--- src/rtl/imm_gen_pipe_pkg.sv ---
// Shared types for the decode-stage immediate generator: format selects,
// XLEN legality check and the storage entry layout.
package imm_pkg;

    typedef enum logic [2:0] {
        IMM_I     = 3'd0,
        IMM_S     = 3'd1,
        IMM_B     = 3'd2,
        IMM_U     = 3'd3,
        IMM_J     = 3'd4,
        IMM_Z     = 3'd5,
        IMM_SHAMT = 3'd6,
        IMM_ILL   = 3'd7
    } imm_sel_e;

    localparam int IMM_MAX_XLEN = 64;

    function automatic bit imm_xlen_ok(input int xlen);
        return (xlen == 32) || (xlen == 64);
    endfunction

    // Entries are held at the widest XLEN; the top slices down to its own width.
    typedef struct packed {
        logic [IMM_MAX_XLEN-1:0] imm;
        logic [2:0]              sel;
        logic                    illegal;
    } imm_entry_t;

endpackage

--- src/rtl/imm_extract.sv ---
// Combinational immediate extraction from a 32-bit instruction word.
// Define IMM_GEN_ZICSR_EN to make select 101 produce the Z immediate.
module imm_extract
    import imm_pkg::*;
#(
    parameter int XLEN = 32
) (
    input  logic [31:0]     instr,
    input  logic [2:0]      sel,
    output logic [XLEN-1:0] imm,
    output logic            illegal
);

    logic        s;
    logic [63:0] imm64;
    logic        unused_bits;

    assign s = instr[31];

    // Built at 64 bits and sliced, so sign extension is uniform for both widths.
    always_comb begin
        imm64   = '0;
        illegal = 1'b0;
        case (imm_sel_e'(sel))
            IMM_I:     imm64 = {{52{s}}, instr[31:20]};
            IMM_S:     imm64 = {{52{s}}, instr[31:25], instr[11:7]};
            IMM_B:     imm64 = {{51{s}}, instr[31], instr[7], instr[30:25], instr[11:8], 1'b0};
            IMM_U:     imm64 = {{32{s}}, instr[31:12], 12'b0};
            IMM_J:     imm64 = {{43{s}}, instr[31], instr[19:12], instr[20], instr[30:21], 1'b0};
`ifdef IMM_GEN_ZICSR_EN
            IMM_Z:     imm64 = {59'b0, instr[19:15]};
`endif
            IMM_SHAMT: imm64 = (XLEN == 64) ? {58'b0, instr[25:20]} : {59'b0, instr[24:20]};
            default:   illegal = 1'b1;
        endcase
    end

    assign imm         = imm64[XLEN-1:0];
    assign unused_bits = ^{instr[6:0], imm64};

endmodule

--- src/rtl/imm_gen_pipe.sv ---
// Decode-stage immediate generator: one-cycle extract into a main output
// register backed by a skid register, with flush and illegal-select counter.
// Optional Z immediate enabled by IMM_GEN_ZICSR_EN.
module imm_gen_pipe
    import imm_pkg::*;
#(
    parameter int XLEN  = 32,
    parameter int CNT_W = 8
) (
    input  logic             clk,
    input  logic             rst_n,
    input  logic             in_valid,
    output logic             in_ready,
    input  logic [31:0]      in_instr,
    input  logic [2:0]       in_sel,
    input  logic             flush,
    output logic             out_valid,
    input  logic             out_ready,
    output logic [XLEN-1:0]  out_imm,
    output logic [2:0]       out_sel,
    output logic             out_illegal,
    output logic [CNT_W-1:0] illegal_cnt
);

    if (!imm_xlen_ok(XLEN)) begin : g_bad_xlen
        $error("imm_gen_pipe: XLEN must be 32 or 64");
    end

    logic [XLEN-1:0] ext_imm;
    logic            ext_ill;
    imm_entry_t      new_e;
    imm_entry_t      main_q, main_d, skid_q, skid_d;
    logic            main_vld_q, main_vld_d, skid_vld_q, skid_vld_d;
    logic [CNT_W-1:0] cnt_q, cnt_d;
    logic            acc, drain;
    logic            unused_bits;

    imm_extract #(.XLEN(XLEN)) u_extract (
        .instr   (in_instr),
        .sel     (in_sel),
        .imm     (ext_imm),
        .illegal (ext_ill)
    );

    always_comb begin
        new_e               = '0;
        new_e.imm[XLEN-1:0] = ext_imm;
        new_e.sel           = in_sel;
        new_e.illegal       = ext_ill;
    end

    // in_ready depends only on skid state, so there is no path from out_ready.
    assign acc   = in_valid && !skid_vld_q && !flush;
    assign drain = main_vld_q && out_ready;

    always_comb begin
        main_d     = main_q;
        main_vld_d = main_vld_q;
        skid_d     = skid_q;
        skid_vld_d = skid_vld_q;
        cnt_d      = cnt_q;
        if (flush) begin
            main_vld_d = 1'b0;
            skid_vld_d = 1'b0;
        end else begin
            if (drain) begin
                if (skid_vld_q) begin
                    main_d     = skid_q;
                    skid_vld_d = 1'b0;
                end else if (acc) begin
                    main_d = new_e;
                end else begin
                    main_vld_d = 1'b0;
                end
            end else if (acc) begin
                if (!main_vld_q) begin
                    main_d     = new_e;
                    main_vld_d = 1'b1;
                end else begin
                    skid_d     = new_e;
                    skid_vld_d = 1'b1;
                end
            end
            if (acc && new_e.illegal && (cnt_q != {CNT_W{1'b1}}))
                cnt_d = cnt_q + CNT_W'(1);
        end
    end

    always_ff @(posedge clk or negedge rst_n) begin
        if (!rst_n) begin
            main_q     <= '0;
            skid_q     <= '0;
            main_vld_q <= 1'b0;
            skid_vld_q <= 1'b0;
            cnt_q      <= '0;
        end else begin
            main_q     <= main_d;
            skid_q     <= skid_d;
            main_vld_q <= main_vld_d;
            skid_vld_q <= skid_vld_d;
            cnt_q      <= cnt_d;
        end
    end

    assign in_ready    = !skid_vld_q;
    assign out_valid   = main_vld_q;
    assign out_imm     = main_q.imm[XLEN-1:0];
    assign out_sel     = main_q.sel;
    assign out_illegal = main_q.illegal;
    assign illegal_cnt = cnt_q;
    assign unused_bits = ^{main_q.imm, skid_q.imm};

endmodule
--- config.mk ---
export PLATFORM = sky130hd
export DESIGN_NAME = imm_gen_pipe
export DESIGN_NICKNAME = d
export VERILOG_FILES = /design/src/rtl/imm_gen_pipe_pkg.sv /design/src/rtl/imm_extract.sv /design/src/rtl/imm_gen_pipe.sv
export SDC_FILE = /design/constraint.sdc
export NUM_CORES = 1
export LEC_CHECK = 0
export ABC_AREA = 1
export BUFFER_PORTS_ARGS = -buffer_cell sky130_fd_sc_hd__buf_2
export CAP_MARGIN = 20
export CORE_UTILIZATION = 35
export DETAILED_ROUTE_END_ITERATION = 12
export GPL_TIMING_DRIVEN = 0
export SYNTH_ARGS = -nofsm -noshare
export SYNTH_HDL_FRONTEND = slang
export SYNTH_HIERARCHICAL = 1
export SYNTH_SLANG_ARGS = --single-unit
--- constraint.sdc ---
create_clock -name clk -period 1.3 [get_ports clk]
set_input_delay 0.325 -clock clk [delete_from_list [all_inputs] [get_ports clk]]
set_output_delay 0.325 -clock clk [all_outputs]
set_load 0.02 [all_outputs]
==> results.sh, run 1 <==
export IMPL_place_gp_congestion=0.877
export IMPL_status="finished, violations left"
export IMPL_place_inst=834
export IMPL_post_route_drc_count=0
export IMPL_rows=40
export IMPL_synth_cells=608
export IMPL_grt_pass1_vias=3971
export IMPL_dp_hpwl_um=8110
export IMPL_wl_per_cell_um=13.7
export IMPL_syn_avg_cell_area_um2=7.11
export IMPL_peakVddDrop_uv=720
export IMPL_netlist_top_cells_area="dfrtp_1 (47%), nand2_1 (25%), nand3_1 (6.7%)"
export IMPL_n_antenna_cell=0
export IMPL_path_buf_inv=2
export IMPL_maxClockFrequency_ghz=0.724
export IMPL_cts_tree="built"
export IMPL_crit_path_cell_trace="inv_4 > nand2_4 > nor2_4 > nand3_4 > buf_4 > nand2_1 > o21ai_1"
export IMPL_fp_dieArea_mm2=0.0128
export IMPL_synth_fp_nets=649
export IMPL_clkPwrFrac=0.326
export IMPL_violations="setup timing"
export IMPL_portBuffers=78
export IMPL_cp_max_fo=6
export IMPL_pre_cts_ws_ps=-411
export IMPL_root_buffer="clkbuf_16"
export IMPL_numCtsBuffers=9
export IMPL_ant_nets=0
export IMPL_cap_viol_max_count=0
export IMPL_routed_wl_um=12000
export IMPL_synth_top_area_share=0.474
export IMPL_final_cell_mix="nand2_1 (281), buf_2 (79), dfrtp_1 (76)"
export IMPL_seq_area_frac_synth=0.474
export IMPL_htreeDepth=3
export IMPL_worst_pin_slew_ps=352
export IMPL_drive_gt1_frac=0.264
export IMPL_insertion_delay_ps=350
export IMPL_slowest_delay_ps=450
export IMPL_drtIter0Drc=256
export IMPL_num_io_pins=86
export IMPL_min_period_over_period=1.06
export IMPL_dieHeight_um=113
export IMPL_path_class="flop to flop"
export IMPL_syn_area_mm2=0.00433
export IMPL_dieWidth_um=113
export IMPL_critPathRequiredTime_ps=1530
export IMPL_initial_core_util=0.360
export IMPL_core_mm2=0.0120
export IMPL_ys_warn_count=6
export IMPL_grt_overflow=0
export IMPL_placed_cell_area_mm2=0.00495
export IMPL_final_common_cell="nand2_1"
export IMPL_nets=764
export IMPL_slowest_stage="dfrtp_2"
export IMPL_clock_sinks=82
export IMPL_synth_seq_cells=82
export IMPL_clockBufferDepth=2
export IMPL_hold_viol=0
export IMPL_p_switching_w=0.00263
export IMPL_intPower_w=0.00548
export IMPL_setup_ws_ps=-82.0
export IMPL_final_area_mm2=0.00573
export IMPL_sw_frac_of_total=0.324
export IMPL_seq_power_share=0.423
export IMPL_power_density_mw_per_mm2=1420
export IMPL_leakagePower_nw=3.21
export IMPL_critPathCaptureType="flop"
export IMPL_grt_max_degree=68
export IMPL_cpLargestDelayFamily="flip-flops"
export IMPL_relSlewSlack=0.765
export IMPL_first_pass_iters=5
export IMPL_yosysTopAreaCell="dfrtp_1"
export IMPL_viasPerCell=4.81
export IMPL_synth_cell_types=27
export IMPL_clock_skew_ps=10.1
export IMPL_start_kind="flop"
export IMPL_area_growth_syn_to_layout_pct=32.4
export IMPL_fin_crit_ps=1380
export IMPL_cp_data_arrival_time_ps=1610
export IMPL_fin_util=0.477
export IMPL_min_path_type="input pin to flop"
export IMPL_finalSetupViolCount=79
export IMPL_grt_pass1_wl_um=20000
export IMPL_finalMaxSlewViolations=0
export IMPL_path_clk_slew_ps=60
export IMPL_rsz0062_at_grt="yes"
export IMPL_num_vias=4205
export IMPL_fin_cells=875
export IMPL_grt_antenna_before_repair=0
export IMPL_p_comb_frac=0.251
export IMPL_grt_usage=0.199
-- worst paths after layout --
path                                    startpoint                    endpoint  slack, ps  cells past startpoint
hold reg to reg            out_imm[26]$_DFFE_PN0P_     out_imm[26]$_DFFE_PN0P_        470                      2
max in group asynchronous                    rst_n  illegal_cnt[1]$_DFFE_PN0P_        310                      3
setup reg to reg            skid_vld_q$_DFFE_PN0P_       skid_q[3]$_DFFE_PN0P_        -80                      7
hold / removal                           in_sel[0]       skid_q[1]$_DFFE_PN0P_        260                      3
setup / recovery            skid_vld_q$_DFFE_PN0P_       skid_q[3]$_DFFE_PN0P_        -80                      7
min in group asynchronous                    rst_n     out_imm[24]$_DFFE_PN0P_        380                      2
-- cell type report --
| type | instances | area (um2) |
|---|---|---|
| clock inverters | 4 | 50.0 |
| plain buffers | 32 | 292 |
| repair buffers | 103 | 643 |
| flip-flops and latches | 82 | 2060 |
| fillers | 1222 | 6280 |
| multi-input cells | 436 | 2020 |
| well taps | 147 | 184 |
| inverters | 59 | 226 |
| clock buffers | 12 | 256 |
-- cell usage after synthesis (all sizes together) --
cell type and count:
inv 59, xor2 1, o21a 1, o21ai 42
nand3 60, nand2 297, nand4 12, nor2 16
xnor2 2, a21oi 1, dfrtp 82, o22ai 1
nor3 1, ha 1, clkbuf 6, buf 26
-- flip-flops by register name, indices dropped and copies added, names as in the netlist --
register / cells
skid_vld_q: 1
skid_q: 36
out_sel: 3
out_illegal: 1
out_valid: 1
illegal_cnt: 8
out_imm: 32
-- worst reg2reg max path, stage by stage, from the launching register on --
cell	delay, ps
dfrtp_2	450
inv_4	90
nand2_4	60
nor2_4	180
nand3_4	170
buf_4	200
nand2_1	50
o21ai_1	60
-- power groups by stage --
stage | sequential [W] | combinational, W | clock (W)
after floorplan | 0.00375 | 0.000853 | 0
after global placement | 0.00345 | 0.00175 | 0
after detailed placement | 0.00347 | 0.00180 | 0
after CTS | 0.00342 | 0.00194 | 0.00269
after global routing | 0.00350 | 0.00228 | 0.00280
final | 0.00343 | 0.00204 | 0.00264
-- what timing repair did --
| item | CTS | global route |
|---|---|---|
| pin swaps | 3 | 1 |
| hold endpoints to repair | 15 | 0 |
| gates resized for setup | 48 | 36 |
| buffers inserted | 14 | 6 |
| gates cloned | 2 | 2 |
| hold buffers | 1 | 0 |
| endpoints found under the setup margin | 80 | 86 |
-- cells by family (layout without fill, tap and decap cells) --
kind of cell / Yosys count / in the layout / synth area share
compound gates: 45 / 45 / 0.0547
simple gates: 386 / 387 / 0.369
buf+inv: 91 / 210 / 0.0926
xor+xnor: 3 / 3 / 0.00608
flops: 82 / 82 / 0.474
fa+ha+maj: 1 / 1 / 0.00289
-- through the flow --
| step | TNS (ps) | hold WS, ps | total power [W] |
|---|---|---|---|
| CTS | -1180 | 247 | 0.00804 |
| global route | -8250 | 271 | 0.00858 |
| global placement | -78540 | 458 | 0.00520 |
| detailed placement | -17840 | 201 | 0.00527 |
| floorplan | -409 | 29.4 | 0.00460 |
| finish | -3090 | 259 | 0.00811 |
-- routing by layer --
layer | part of all wire | track usage | vias up | wire length, um
met1 | 0.46 | 0.267 | 1911 | 5540
met5 | 0 | 0 | - | 0
met2 | 0.45 | 0.307 | 146 | 5360
met4 | 0.029 | 0.106 | 0 | 343
met3 | 0.060 | 0.0375 | 29 | 721
li1 | - | - | 2119 | -
Power figures use the tool's default switching activity.
==> inputs of run 2 (changes only) <==
- ABC_AREA: 1 -> 0
- CTS_BUF_LIST: default -> sky130_fd_sc_hd__clkbuf_4 sky130_fd_sc_hd__clkbuf_8 sky130_fd_sc_hd__clkbuf_16
==> results.sh, run 2 <==
export IMPL_final_cell_mix="dfrtp_1 (78), buf_2 (77), mux2_2 (38)"
export IMPL_num_vias=3041
export IMPL_cap_viol_max_count=0
export IMPL_final_common_cell="dfrtp_1"
export IMPL_grt_antenna_before_repair=0
export IMPL_pre_cts_ws_ps=-487
export IMPL_root_buffer="clkbuf_16"
export IMPL_numCtsBuffers=9
export IMPL_ant_nets=0
export IMPL_power_total_w=0.00852
export IMPL_dieHeight_um=111
export IMPL_critPathRequiredTime_ps=1510
export IMPL_finalSetupViolCount=83
export IMPL_synth_edf_count=0
export IMPL_first_pass_iters=4
export IMPL_drtIter0Drc=133
export IMPL_netlist_top_cells_area="dfrtp_1 (49%), mux2_2 (11%), mux2i_1 (8.9%)"
export IMPL_path_clk_slew_ps=70
export IMPL_area_growth_syn_to_layout_pct=33.6
export IMPL_hold_viol=0
export IMPL_drive_gt1_frac=0.525
export IMPL_worst_pin_slew_ps=423
export IMPL_largest_reg_flops=36
export IMPL_synth_flop_cell="dfrtp_1"
export IMPL_synth_cells=368
export IMPL_violations="setup timing"
export IMPL_htreeDepth=3
export IMPL_peakVddDrop_uv=850
export IMPL_power_density_mw_per_mm2=1540
export IMPL_rows=39
export IMPL_relSlewSlack=0.718
export IMPL_leakagePower_nw=2.65
export IMPL_fp_dieArea_mm2=0.0123
export IMPL_cts_tree="built"
export IMPL_maxClockFrequency_ghz=0.692
export IMPL_min_path_type="input pin to flop"
export IMPL_synth_top_area_share=0.494
export IMPL_synth_seq_cells=82
export IMPL_fill_cells=1053
export IMPL_setup_ws_ps=-145
export IMPL_finalMaxSlewViolations=0
export IMPL_dieWidth_um=111
export IMPL_path_class="flop to flop"
export IMPL_n_antenna_cell=0
export IMPL_core_mm2=0.0115
export IMPL_grt_overflow=0
export IMPL_grt_usage=0.160
export IMPL_syn_avg_cell_area_um2=11.3
export IMPL_synth_fp_nets=409
export IMPL_wl_per_cell_um=15.2
export IMPL_async_reset_ff_frac=1.00
export IMPL_insertion_delay_ps=330
export IMPL_seq_area_frac_synth=0.494
export IMPL_nets=516
export IMPL_min_period_over_period=1.11
export IMPL_num_io_pins=86
export IMPL_synthTopCellsByCount="dfrtp_1 (82), nor2_1 (42), mux2_2 (39)"
export IMPL_yosysTopAreaCell="dfrtp_1"
export IMPL_regMostFlops="skid_q"
export IMPL_routed_wl_um=9500
export IMPL_place_gp_congestion=0.771
export IMPL_syn_area_mm2=0.00415
export IMPL_viasPerCell=4.88
export IMPL_critPathCaptureType="flop"
export IMPL_clock_skew_ps=10.1
export IMPL_clockBufferDepth=2
export IMPL_dp_hpwl_um=6710
export IMPL_cp_max_fo=6
export IMPL_status="finished, violations left"
export IMPL_cp_data_arrival_time_ps=1660
export IMPL_grt_pass1_wl_um=15300
export IMPL_post_route_drc_count=0
export IMPL_start_kind="flop"
export IMPL_portBuffers=78
export IMPL_fin_crit_ps=1440
export IMPL_synth_cell_types=38
export IMPL_clock_sinks=82
export IMPL_yosysMostFrequentCell="dfrtp_1"
export IMPL_initial_core_util=0.362
export IMPL_ys_warn_count=6
export IMPL_grt_max_degree=71
export IMPL_rsz0062_at_grt="yes"
export IMPL_grt_pass1_vias=2907
-- run 2: cell types whose count changed after synthesis, moves of 7 or more --
cell     delta
mux2_2     +39
mux2i_1    +37
o21ai_1    -37
buf_2      -11
a21oi_1    +22
o22ai_1     +7
nor2_1     +28
nand3_1    -53
nand2_1   -264
a21oi_2    +33
nand4_1    -11
nor2b_1     +7
inv_1      -51
-- run 2: metal layers --
| layer | part of all wire | global-route usage | wire length [um] | vias to the layer above |
|---|---|---|---|---|
| li1 | - | - | - | 1488 |
| met1 | 0.47 | 0.221 | 4460 | 1475 |
| met2 | 0.48 | 0.248 | 4530 | 71 |
| met3 | 0.042 | 0.0328 | 398 | 7 |
| met4 | 0.011 | 0.0533 | 103 | 0 |
| met5 | 0 | 0 | 0 | - |
-- run 2: kinds of logic after synthesis --
family                     synth area share
AOI/OAI and AO/OA                     0.132
xor gates and xnor gates             0.0127
adders and majority gates           0.00573
buffers and inverters                0.0491
DFF                                   0.494
muxes                                 0.195
and+or+nand+nor                       0.111
-- run 2: area by class of cell --
type | instances | area, um2 | share of cell area
buffer | 25 | 279 | 0.0503
clock buffer | 11 | 246 | 0.0444
clock inverter | 5 | 103 | 0.0185
inverter | 4 | 17.5 | 0.00316
multi-input combinational | 257 | 2060 | 0.371
sequential | 82 | 2060 | 0.371
tap | 143 | 179 | 0.0323
timing repair buffer | 96 | 607 | 0.109
-- run 2: repair_timing --
item                       CTS  global route
resized for setup           29            27
hold buffers                 1             0
buffers inserted            10             6
pin swaps                    6             5
hold endpoints to repair    12             0
setup endpoints to repair   82            85
-- run 2: final timing paths --
path                                       startpoint                          to  slack, ps  cells after the start
setup / recovery           illegal_cnt[1]$_DFFE_PN0P_  illegal_cnt[1]$_DFFE_PN0P_       -140                      4
hold / removal                              out_ready      skid_vld_q$_DFFE_PN0P_        210                      2
setup reg to reg           illegal_cnt[1]$_DFFE_PN0P_  illegal_cnt[1]$_DFFE_PN0P_       -140                      4
hold reg to reg                 skid_q[1]$_DFFE_PN0P_       skid_q[1]$_DFFE_PN0P_        500                      1
max in group asynchronous                       rst_n  illegal_cnt[1]$_DFFE_PN0P_        320                      3
min in group asynchronous                       rst_n      out_imm[4]$_DFFE_PN0P_        380                      2
-- run 2: metrics by stage --
| step | area [um2] | hold slack, ps | utilization | TNS, ps | instances |
|---|---|---|---|---|---|
| global route | 5550 | 227 | 0.484 | -13800 | 623 |
| floorplan | 4240 | 29.4 | - | -10310 | 368 |
| finish | 5550 | 208 | 0.484 | -9020 | 623 |
| CTS | 5410 | 199 | 0.471 | -8210 | 617 |
| global placement | 4810 | 486 | 0.420 | -92650 | 589 |
| detailed placement | 4840 | 195 | 0.422 | -29270 | 590 |
-- run 2: power by group --
part | switching [W] | total [W] | internal (W) | leakage (nW)
clock | 0.00101 | 0.00296 | 0.00195 | 0.169
sequential | 0.000327 | 0.00344 | 0.00312 | 1.00
combinational | 0.00114 | 0.00212 | 0.000987 | 1.47
-- run 2: worst max-delay path, stage by stage, from the launching register on --
cell,delay (ps)
dfrtp_2,420
ha_4,160
and3_4,190
a21oi_4,220
mux2_4,320
